<file path="src/rtl/fetch_pkg.sv">
// Shared definitions for the fetch stage: redirect selector encodings and
// default-width PC / instruction / queue-entry types.
package fetch_pkg;

    localparam int ADDR_W_DEF = 32;
    localparam int INST_W_DEF = 16;

    localparam logic [1:0] RSEL_ABS   = 2'd0;
    localparam logic [1:0] RSEL_FIXED = 2'd1;
    localparam logic [1:0] RSEL_IVT   = 2'd2;
    localparam logic [1:0] RSEL_RSVD  = 2'd3;

    typedef logic [ADDR_W_DEF-1:0] pc_t;
    typedef logic [INST_W_DEF-1:0] inst_t;

    typedef struct packed {
        pc_t   pc;
        inst_t inst;
    } fetch_entry_t;

endpackage

</file>
<file path="src/rtl/fetch_queue.sv">
// DEPTH-entry synchronous FIFO with push/pop/flush; the head output holds the
// last presented entry while the queue is empty.
module fetch_queue #(
    parameter int DEPTH  = 4,
    parameter int DATA_W = 48
) (
    input  logic                     clk,
    input  logic                     rst,
    input  logic                     i_flush,
    input  logic                     i_push,
    input  logic [DATA_W-1:0]        i_push_data,
    input  logic                     i_pop,
    output logic [DATA_W-1:0]        o_head,
    output logic [$clog2(DEPTH):0]   o_count,
    output logic                     o_full,
    output logic                     o_empty
);
    localparam int PTR_W = $clog2(DEPTH);

    logic [DATA_W-1:0] r_mem [DEPTH];
    logic [PTR_W-1:0]  r_wr_ptr;
    logic [PTR_W-1:0]  r_rd_ptr;
    logic [PTR_W:0]    r_count;
    logic [DATA_W-1:0] r_hold;
    logic              w_push;
    logic              w_pop;

    assign o_empty = (r_count == '0);
    assign o_full  = (r_count == (PTR_W+1)'(DEPTH));
    assign o_count = r_count;
    assign w_push  = i_push && !o_full;
    assign w_pop   = i_pop && !o_empty;
    assign o_head  = o_empty ? r_hold : r_mem[r_rd_ptr];

    always_ff @(posedge clk) begin
        if (!rst && !i_flush && w_push) begin
            r_mem[r_wr_ptr] <= i_push_data;
        end
    end

    // r_hold tracks whatever the head showed before it went away, so the
    // decode-side outputs never jump to stale array contents.
    always_ff @(posedge clk) begin
        if (rst) begin
            r_wr_ptr <= '0;
            r_rd_ptr <= '0;
            r_count  <= '0;
            r_hold   <= '0;
        end else if (i_flush) begin
            r_wr_ptr <= '0;
            r_rd_ptr <= '0;
            r_count  <= '0;
            if (!o_empty) begin
                r_hold <= r_mem[r_rd_ptr];
            end
        end else begin
            if (w_push) begin
                r_wr_ptr <= r_wr_ptr + 1'b1;
            end
            if (w_pop) begin
                r_rd_ptr <= r_rd_ptr + 1'b1;
                r_hold   <= r_mem[r_rd_ptr];
            end
            r_count <= r_count + (PTR_W+1)'(w_push) - (PTR_W+1)'(w_pop);
        end
    end

endmodule

</file>
<file path="src/rtl/fetch_prefetch_unit.sv">
// Fetch stage: owns the PC, issues sequential 1-cycle reads, buffers returns in
// fetch_queue and presents {pc,inst} to decode. FETCH_IVT_EN adds ivt_base.
module fetch_prefetch_unit
    import fetch_pkg::*;
#(
    parameter int                ADDR_W    = 32,
    parameter int                INST_W    = 16,
    parameter int                DEPTH     = 4,
    parameter logic [ADDR_W-1:0] RESET_VEC = '0,
    parameter int                VEC_STEP  = 2
) (
    input  logic              clk,
    input  logic              rst,
    input  logic              redir_vld,
    input  logic [1:0]        redir_sel,
    input  logic [ADDR_W-1:0] redir_addr,
    input  logic [2:0]        redir_idx,
`ifdef FETCH_IVT_EN
    input  logic [ADDR_W-1:0] ivt_base,
`endif
    output logic              imem_req,
    output logic [ADDR_W-1:0] imem_addr,
    input  logic [INST_W-1:0] imem_data,
    output logic              dec_vld,
    input  logic              dec_rdy,
    output logic [INST_W-1:0] dec_inst,
    output logic [ADDR_W-1:0] dec_pc
);
    localparam int CNT_W  = $clog2(DEPTH) + 1;
    localparam int DATA_W = ADDR_W + INST_W;

    logic [ADDR_W-1:0] r_pc;
    logic              r_epoch;
    logic              r_inflight;
    logic              r_tag_epoch;
    logic [ADDR_W-1:0] r_tag_pc;

    logic [ADDR_W-1:0] w_target;
    logic [CNT_W-1:0]  w_count;
    logic [CNT_W:0]    w_used;
    logic              w_full;
    logic              w_empty;
    logic              w_room;
    logic              w_issue;
    logic              w_push;
    logic              w_pop;
    logic [DATA_W-1:0] w_head;

    always_comb begin
        w_target = redir_addr;
        case (redir_sel)
            RSEL_FIXED: w_target = ADDR_W'(redir_idx) * ADDR_W'(VEC_STEP);
`ifdef FETCH_IVT_EN
            RSEL_IVT:   w_target = ivt_base + ADDR_W'(redir_idx);
`endif
            default:    w_target = redir_addr;
        endcase
    end

    // A pop this cycle does not count as free room: issue looks only at
    // what is already stored plus the read still on its way back.
    assign w_used  = (CNT_W+1)'(w_count) + (CNT_W+1)'(r_inflight);
    assign w_room  = w_used < (CNT_W+1)'(DEPTH);
    assign w_issue = !rst && !redir_vld && !w_full && w_room;

    assign imem_req  = w_issue;
    assign imem_addr = r_pc;

    assign w_push = r_inflight && (r_tag_epoch == r_epoch) && !redir_vld;
    assign w_pop  = dec_vld && dec_rdy;

    always_ff @(posedge clk) begin
        if (rst) begin
            r_pc        <= RESET_VEC;
            r_epoch     <= 1'b0;
            r_inflight  <= 1'b0;
            r_tag_epoch <= 1'b0;
            r_tag_pc    <= '0;
        end else if (redir_vld) begin
            r_pc       <= w_target;
            r_epoch    <= ~r_epoch;
            r_inflight <= 1'b0;
        end else begin
            r_inflight <= w_issue;
            if (w_issue) begin
                r_pc        <= r_pc + 1'b1;
                r_tag_pc    <= r_pc;
                r_tag_epoch <= r_epoch;
            end
        end
    end

    fetch_queue #(
        .DEPTH  (DEPTH),
        .DATA_W (DATA_W)
    ) u_queue (
        .clk         (clk),
        .rst         (rst),
        .i_flush     (redir_vld),
        .i_push      (w_push),
        .i_push_data ({r_tag_pc, imem_data}),
        .i_pop       (w_pop),
        .o_head      (w_head),
        .o_count     (w_count),
        .o_full      (w_full),
        .o_empty     (w_empty)
    );

    assign dec_vld  = !w_empty;
    assign dec_pc   = w_head[DATA_W-1:INST_W];
    assign dec_inst = w_head[INST_W-1:0];

endmodule

</file>
<file path="config.mk">
export PLATFORM = sky130hd
export DESIGN_NAME = fetch_prefetch_unit
export DESIGN_NICKNAME = d
export VERILOG_FILES = /design/src/rtl/fetch_pkg.sv /design/src/rtl/fetch_queue.sv /design/src/rtl/fetch_prefetch_unit.sv
export SDC_FILE = /design/constraint.sdc
export NUM_CORES = 1
export LEC_CHECK = 0
export ABC_CLOCK_PERIOD_IN_PS = 3000
export CAP_MARGIN = 20
export CORE_ASPECT_RATIO = 1.4
export CORE_MARGIN = 1
export CORE_UTILIZATION = 56
export CTS_CLUSTER_SIZE = 10
export DETAILED_ROUTE_END_ITERATION = 10
export GPL_ROUTABILITY_DRIVEN = 0
export PLACE_DENSITY = 0.79
export SYNTH_ARGS = -nofsm -noshare
export SYNTH_HDL_FRONTEND = slang
export SYNTH_SLANG_ARGS = --single-unit
</file>
<file path="constraint.sdc">
create_clock -name clk -period 3 [get_ports clk]
set_input_delay 0.3 -clock clk [delete_from_list [all_inputs] [get_ports clk]]
set_output_delay 0.3 -clock clk [all_outputs]
set_load 0.005 [all_outputs]
</file>
Word-level counts from Yosys, hierarchy flattened

Memory sizes are Yosys's and may differ from the RTL's. A register that Yosys moved wholly into a read port is not among the register bits.
Index checks and enable logic that the tools add are counted.

Memories kept: 1
Register bits after elaboration: 122
RAM bits: 192
Output and inout bits: 82
Input bits: 57
Logic and storage cells: 50

Order comparisons: 1
Add/sub/neg operators: 6
Reduce and logical (&&, ||, !) cells: 18
Eq/ne operators: 3
Bitwise logic cells: 2
Muxes and demuxes: 10

Memory list:

| name          | depth | bits a word | read ports | clocked after Yosys merged registers in | write ports | RTL line          | source |
|---|---|---|---|---|---|---|---|
| u_queue.r_mem | 4     | 48          | 1          | 1                                       | 1           | fetch_queue.sv:20 | `logic [DATA_W-1:0] r_mem [DEPTH];` |

Operators with widths:

| cell                                                                         | number |
|---|---|
| 48-bit two-way mux                                                           | 3 |
| 32-bit two-way mux                                                           | 3 |
| 32-bit by 1-bit adder with 32-bit output, second input constant              | 1 |
| 1-bit logical AND                                                            | 9 |
| 2-bit by 1-bit adder with 2-bit output, second input constant                | 2 |
| 3-bit by 1-bit adder with 4-bit output                                       | 1 |
| 1-bit zero test                                                              | 4 |
| 4-bit by 3-bit less-than comparator with 1-bit output, second input constant | 1 |
| 2-bit two-way mux                                                            | 2 |
| 2-bit nonzero test                                                           | 2 |
| 3-bit by 1-bit adder with 3-bit output                                       | 1 |
| 3-bit == test, second input constant                                         | 1 |
| 3-bit zero test                                                              | 1 |
| 3-bit by 1-bit subtractor with 3-bit output                                  | 1 |
| 2-bit by 1-bit == test with 1-bit output, second input constant              | 1 |
| 1-bit two-way mux                                                            | 2 |
| 1-bit NOT                                                                    | 2 |
| 2-bit AND reduction                                                          | 1 |
| 2-bit OR reduction                                                           | 1 |
| 1-bit == test                                                                | 1 |

Logic depth before layout (Yosys ltp)

Depth in word-level cells: 7
Gate-level depth with buffers: 9
Gate-level depth less buffers: 8

Cells and area by module

A second synthesis with hierarchy kept.

Cell total of the unflattened synthesis: 935
Area total of the unflattened synthesis: 12,936.2 um^2

By module, submodules not included:

| module              | cells each | area an instance (um^2) | times used |
|---|---|---|---|
| fetch_queue         | 465        | 9,411.5                 | 1 |
| fetch_prefetch_unit | 470        | 3,524.6                 | 1 |

Worst setup path after synthesis

OpenSTA, ideal clock, no wires.

Kind: input to register
Start: input redir_vld
End: memory u_queue.r_mem[0][0], enable pin
Data arrival time: 2.367 ns
Path buffers: 1
Data required time: 2.589 ns
Setup time: 0.411 ns
Cell stages on the path: 5
Path slack: 0.222 ns
Path through: clkbuf_1 inv_2 nand2_1 a311oi_2 and3_1

Word-level cells in the longest chain between the ends: 6

RTL lines:

| item                                    | RTL line                  | source |
|---|---|---|
| from (decl)                             | fetch_prefetch_unit.sv:14 | `input logic redir_vld,` |
| 1-bit zero test                         | fetch_prefetch_unit.sv:69 | `assign w_push = r_inflight && (r_tag_epoch == r_epoch) && !redir_vld;` |
| 1-bit logical AND                       | fetch_prefetch_unit.sv:69 |  |
| 1-bit logical AND                       | fetch_queue.sv:31         | `assign w_push = i_push && !o_full;` |
| via u_queue.w_push                      | fetch_queue.sv:25         | `logic w_push;` |
| 1-bit logical AND                       | fetch_queue.sv:36         | `if (!rst && !i_flush && w_push) begin` |
| 1-bit two-way mux                       | fetch_queue.sv:36         |  |
| 1-bit two-way mux (implied by the code) | fetch_queue.sv:37         | `r_mem[r_wr_ptr] <= i_push_data;` |
| to (decl)                               | fetch_queue.sv:20         |  |

The timed path passes the listed nets, and every way through them passes these cells.

Worst setup path in the final report

Start: register u_queue.r_count[2] (netlist: u_queue.o_count[2])
End: output dec_inst[8]

Word-level cells in the longest chain between the ends: 2

RTL lines:

| item                   | RTL line                  | source |
|---|---|---|
| from (decl)            | fetch_queue.sv:23         | `logic [PTR_W:0] r_count;` |
| from (signal assigned) | fetch_queue.sv:64         | `r_count <= r_count + (PTR_W+1)'(w_push) - (PTR_W+1)'(w_pop);` |
| 3-bit zero test        | fetch_queue.sv:28         | `assign o_empty = (r_count == '0);` |
| 48-bit two-way mux     | n/a                       |  |
| to (decl)              | fetch_prefetch_unit.sv:26 | `output logic [INST_W-1:0] dec_inst,` |

Every way passes these cells.

==> impl_metrics.env <==
export IMPL_worstMarginPinSlew_ns=0.960
export IMPL_vias_per_cell=5.87
export IMPL_relSlewSlack=0.360
export IMPL_num_vias=8648
export IMPL_tns_ns=0
export IMPL_dieWidth_um=130
export IMPL_core_area_um2=22500
export IMPL_dpl_worst_slack_ns=0.577
export IMPL_yosys_top_cells_area="edfxtp_1 45%, dfxtp_1 19%, mux4_2 8.4%"
export IMPL_seq_area_um2=8250
export IMPL_drtIter0Drc=549
export IMPL_dp_hpwl_mm=18.2
export IMPL_grt_max_degree=85
export IMPL_cp_required_ns=2.70
export IMPL_crit_start="u_queue.o_count[2]"
export IMPL_floorplan_initialDensity=0.570
export IMPL_yosys_warnings=0
export IMPL_worstSetupEndpointType="primary output"
export IMPL_synth_top_area_cell="edfxtp_1"
export IMPL_fmax_mhz=353
export IMPL_critPathArrivalTime_ns=2.54
export IMPL_cts_buffers=37
export IMPL_postSynthAreaPerCell_um2=12.9
export IMPL_cp_start_kind="flop"
export IMPL_diodes=0
export IMPL_synthAdderAreaFrac=0.00936
export IMPL_synth_top_family_by_area="multiplexers"
export IMPL_synth_seq_cells=316
export IMPL_nets=1212
export IMPL_drc=0
export IMPL_fin_cells=1474
export IMPL_r2r_start="u_queue.o_count[2]"
export IMPL_synth_edf_count=192
export IMPL_grt_pass1_wl_mm=46.2
export IMPL_multiInputGateArea_um2=4320
export IMPL_yosysSeqAreaShare=0.643
export IMPL_maxCapViolations=0
export IMPL_routed_wl_mm=29.1
export IMPL_die_h_um=181
export IMPL_dieArea_um2=23500
export IMPL_hp_class="primary input to flop"
export IMPL_irDropWorstVdd_uv=439
export IMPL_ant_nets=0
export IMPL_post_route_period_util=0.945
export IMPL_stdcell_area_um2=15800
export IMPL_min_period_ns=2.84
export IMPL_cts_resized=0
export IMPL_pin_count=139
export IMPL_post_drt_wl_per_cell_um=19.7
export IMPL_area_delta_synth_final_pct=23.0
export IMPL_min_from="rst"
export IMPL_synth_area_um2=12800
export IMPL_synth_compound_area_share=0.0792
export IMPL_placementRows=65
export IMPL_fin_ws_ns=0.165
export IMPL_async_reset_ff_frac=0
export IMPL_drive_gt1_frac=0.167
export IMPL_worstSkewPairLatency_ns=0.51
export IMPL_synth_fp_nets=1061
export IMPL_dpl_cell_count=1400
export IMPL_antenna_found_initial=0
export IMPL_clock_sinks=316
export IMPL_slew_viol_final=0
export IMPL_synth_flop_cell="edfxtp_1"
export IMPL_grt_usage=0.256
export IMPL_firstDrtPassIters=5
export IMPL_fill_cells=1522
export IMPL_hold_viol_final=0
export IMPL_yosys_area_top_type_share=0.449
export IMPL_synth_mux_area_frac=0.132
export IMPL_synth_cells=995
export IMPL_synth_xor_area_frac=0.00955
export IMPL_fin_util=0.701
export IMPL_clk_pin_slew_worst_paths_ns=0.05
export IMPL_cts_root_buffer="clkbuf_16"
export IMPL_critPathKind="flop to primary output"
export IMPL_synthDistinctLibCells=63
export IMPL_rsz0062_at_grt="no"
export IMPL_status="complete, no violations"
export IMPL_setup_violations=0
export IMPL_overflow=0
export IMPL_cts_tree="built"
export IMPL_synthSimpleGateAreaFrac=0.105
export IMPL_crit_fanout=31
export IMPL_portBuffers=138
export IMPL_finalClockSkew_ns=0.00956
export IMPL_cellPowerDensity_nw_per_um2=605
export IMPL_grt_pass1_vias=8744
export IMPL_power_leakage_nw=5.05
export IMPL_placed_area_um2=14700
export IMPL_htree_levels=2
export IMPL_clock_path_buffers=3
-- worst max-delay path: stages (launching register included) --
cell and delay (ns):
dfxtp_1 0.36, or3_2 0.55, buf_4 0.29, mux2_2 0.28
clkdlybuf4s50_1 0.53
-- what timing repair did --
item | in CTS | in global routing
hold buffers | 0 | 0
setup buffers | 0 | 8
setup endpoints to repair | 0 | 23
-- per-layer routing --
layer	routed length, um	vias up	part of all wire	global-route usage
met5	0	-	0	0
met4	867	0	0.030	0.103
met3	1900	65	0.065	0.0474
met2	14900	354	0.51	0.443
met1	11400	4220	0.39	0.314
li1	-	4009	-	-
-- worst paths after layout --
check                                     endpoint  slack [ns]  cells past startpoint
worst max register to register  u_queue.o_count[1]        0.66                      7
worst max-delay path                   dec_inst[8]        0.16                      4
worst min register to register  u_queue.r_hold[27]        0.45                      2
worst min-delay path                  imem_addr[0]        0.20                      2
-- power by group --
part	total, mW	switching, mW	internal [mW]
logic	0.833	0.377	0.455
registers	4.76	0.0853	4.68
clock network	3.95	1.63	2.32
-- Yosys cell counts, drive strengths merged, types with 2 or more instances --
master / instances
edfxtp: 192
nand2: 192
dfxtp: 124
a21oi: 115
mux2: 51
clkbuf: 49
mux4: 48
nor2: 24
o21ai: 19
nand3: 17
buf: 14
and3: 12
inv: 12
nand4: 10
nor3: 10
nor4: 10
a211oi: 9
xnor2: 9
and2: 8
ha: 8
or3: 6
xor2: 5
mux2i: 4
o2bb2ai: 4
o31ai: 4
a311oi: 3
and4: 3
a22o: 2
a22oi: 2
a31oi: 2
nor3b: 2
or2: 2
or4: 2
-- cells in the final DEF (no fill, tap or decap), drive strengths merged, types with 4 or more instances in the layout --
cell / synthesis / final
a211oi: 9 / 9
a21oi: 115 / 115
and2: 8 / 8
and3: 12 / 12
buf: 14 / 38
clkbuf: 49 / 62
clkdlybuf4s50: 0 / 137
dfxtp: 124 / 124
edfxtp: 192 / 192
ha: 8 / 8
inv: 12 / 15
mux2: 51 / 51
mux2i: 4 / 4
mux4: 48 / 48
nand2: 192 / 192
nand3: 17 / 17
nand4: 10 / 10
nor2: 24 / 24
nor3: 10 / 10
nor4: 10 / 10
o21ai: 19 / 19
o2bb2ai: 4 / 4
o31ai: 4 / 4
or3: 6 / 6
xnor2: 9 / 9
xor2: 5 / 5
-- layout make-up --
type                       count  share of cell area
clock buffer                  62              0.0646
clock inverter                 4             0.00269
inverter                      13             0.00309
multi-input combinational    603               0.273
sequential                   316               0.523
tap                          301              0.0239
timing repair buffer         175               0.110
-- kinds of logic after synthesis --
kind of cell / count (synthesis)
xor+xnor: 14
flops: 316
fa+ha+maj: 9
mux: 103
compound gates: 175
simple gates: 302
buf+inv: 76
-- per-stage QoR --
step | hold WS [ns] | total power, mW
6_report | 0.198 | 9.55
5_1_grt | 0.214 | 9.86
4_1_cts | 0.180 | 9.60
3_5_place_dp | 0.444 | 5.67
3_3_place_gp | 0.439 | 5.66
2_1_floorplan | 0.399 | 5.24
-- state kept, by name (all words and copies together), names as in the netlist, named ones only --
name and cells:
r_tag_pc 32, u_queue.r_wr_ptr 2, u_queue.r_mem 192, u_queue.r_hold 48
u_queue.r_rd_ptr 2, u_queue.o_count 3, r_epoch 1, r_inflight 1
imem_addr 32, r_tag_epoch 1
(Power assumes the default switching activity.)
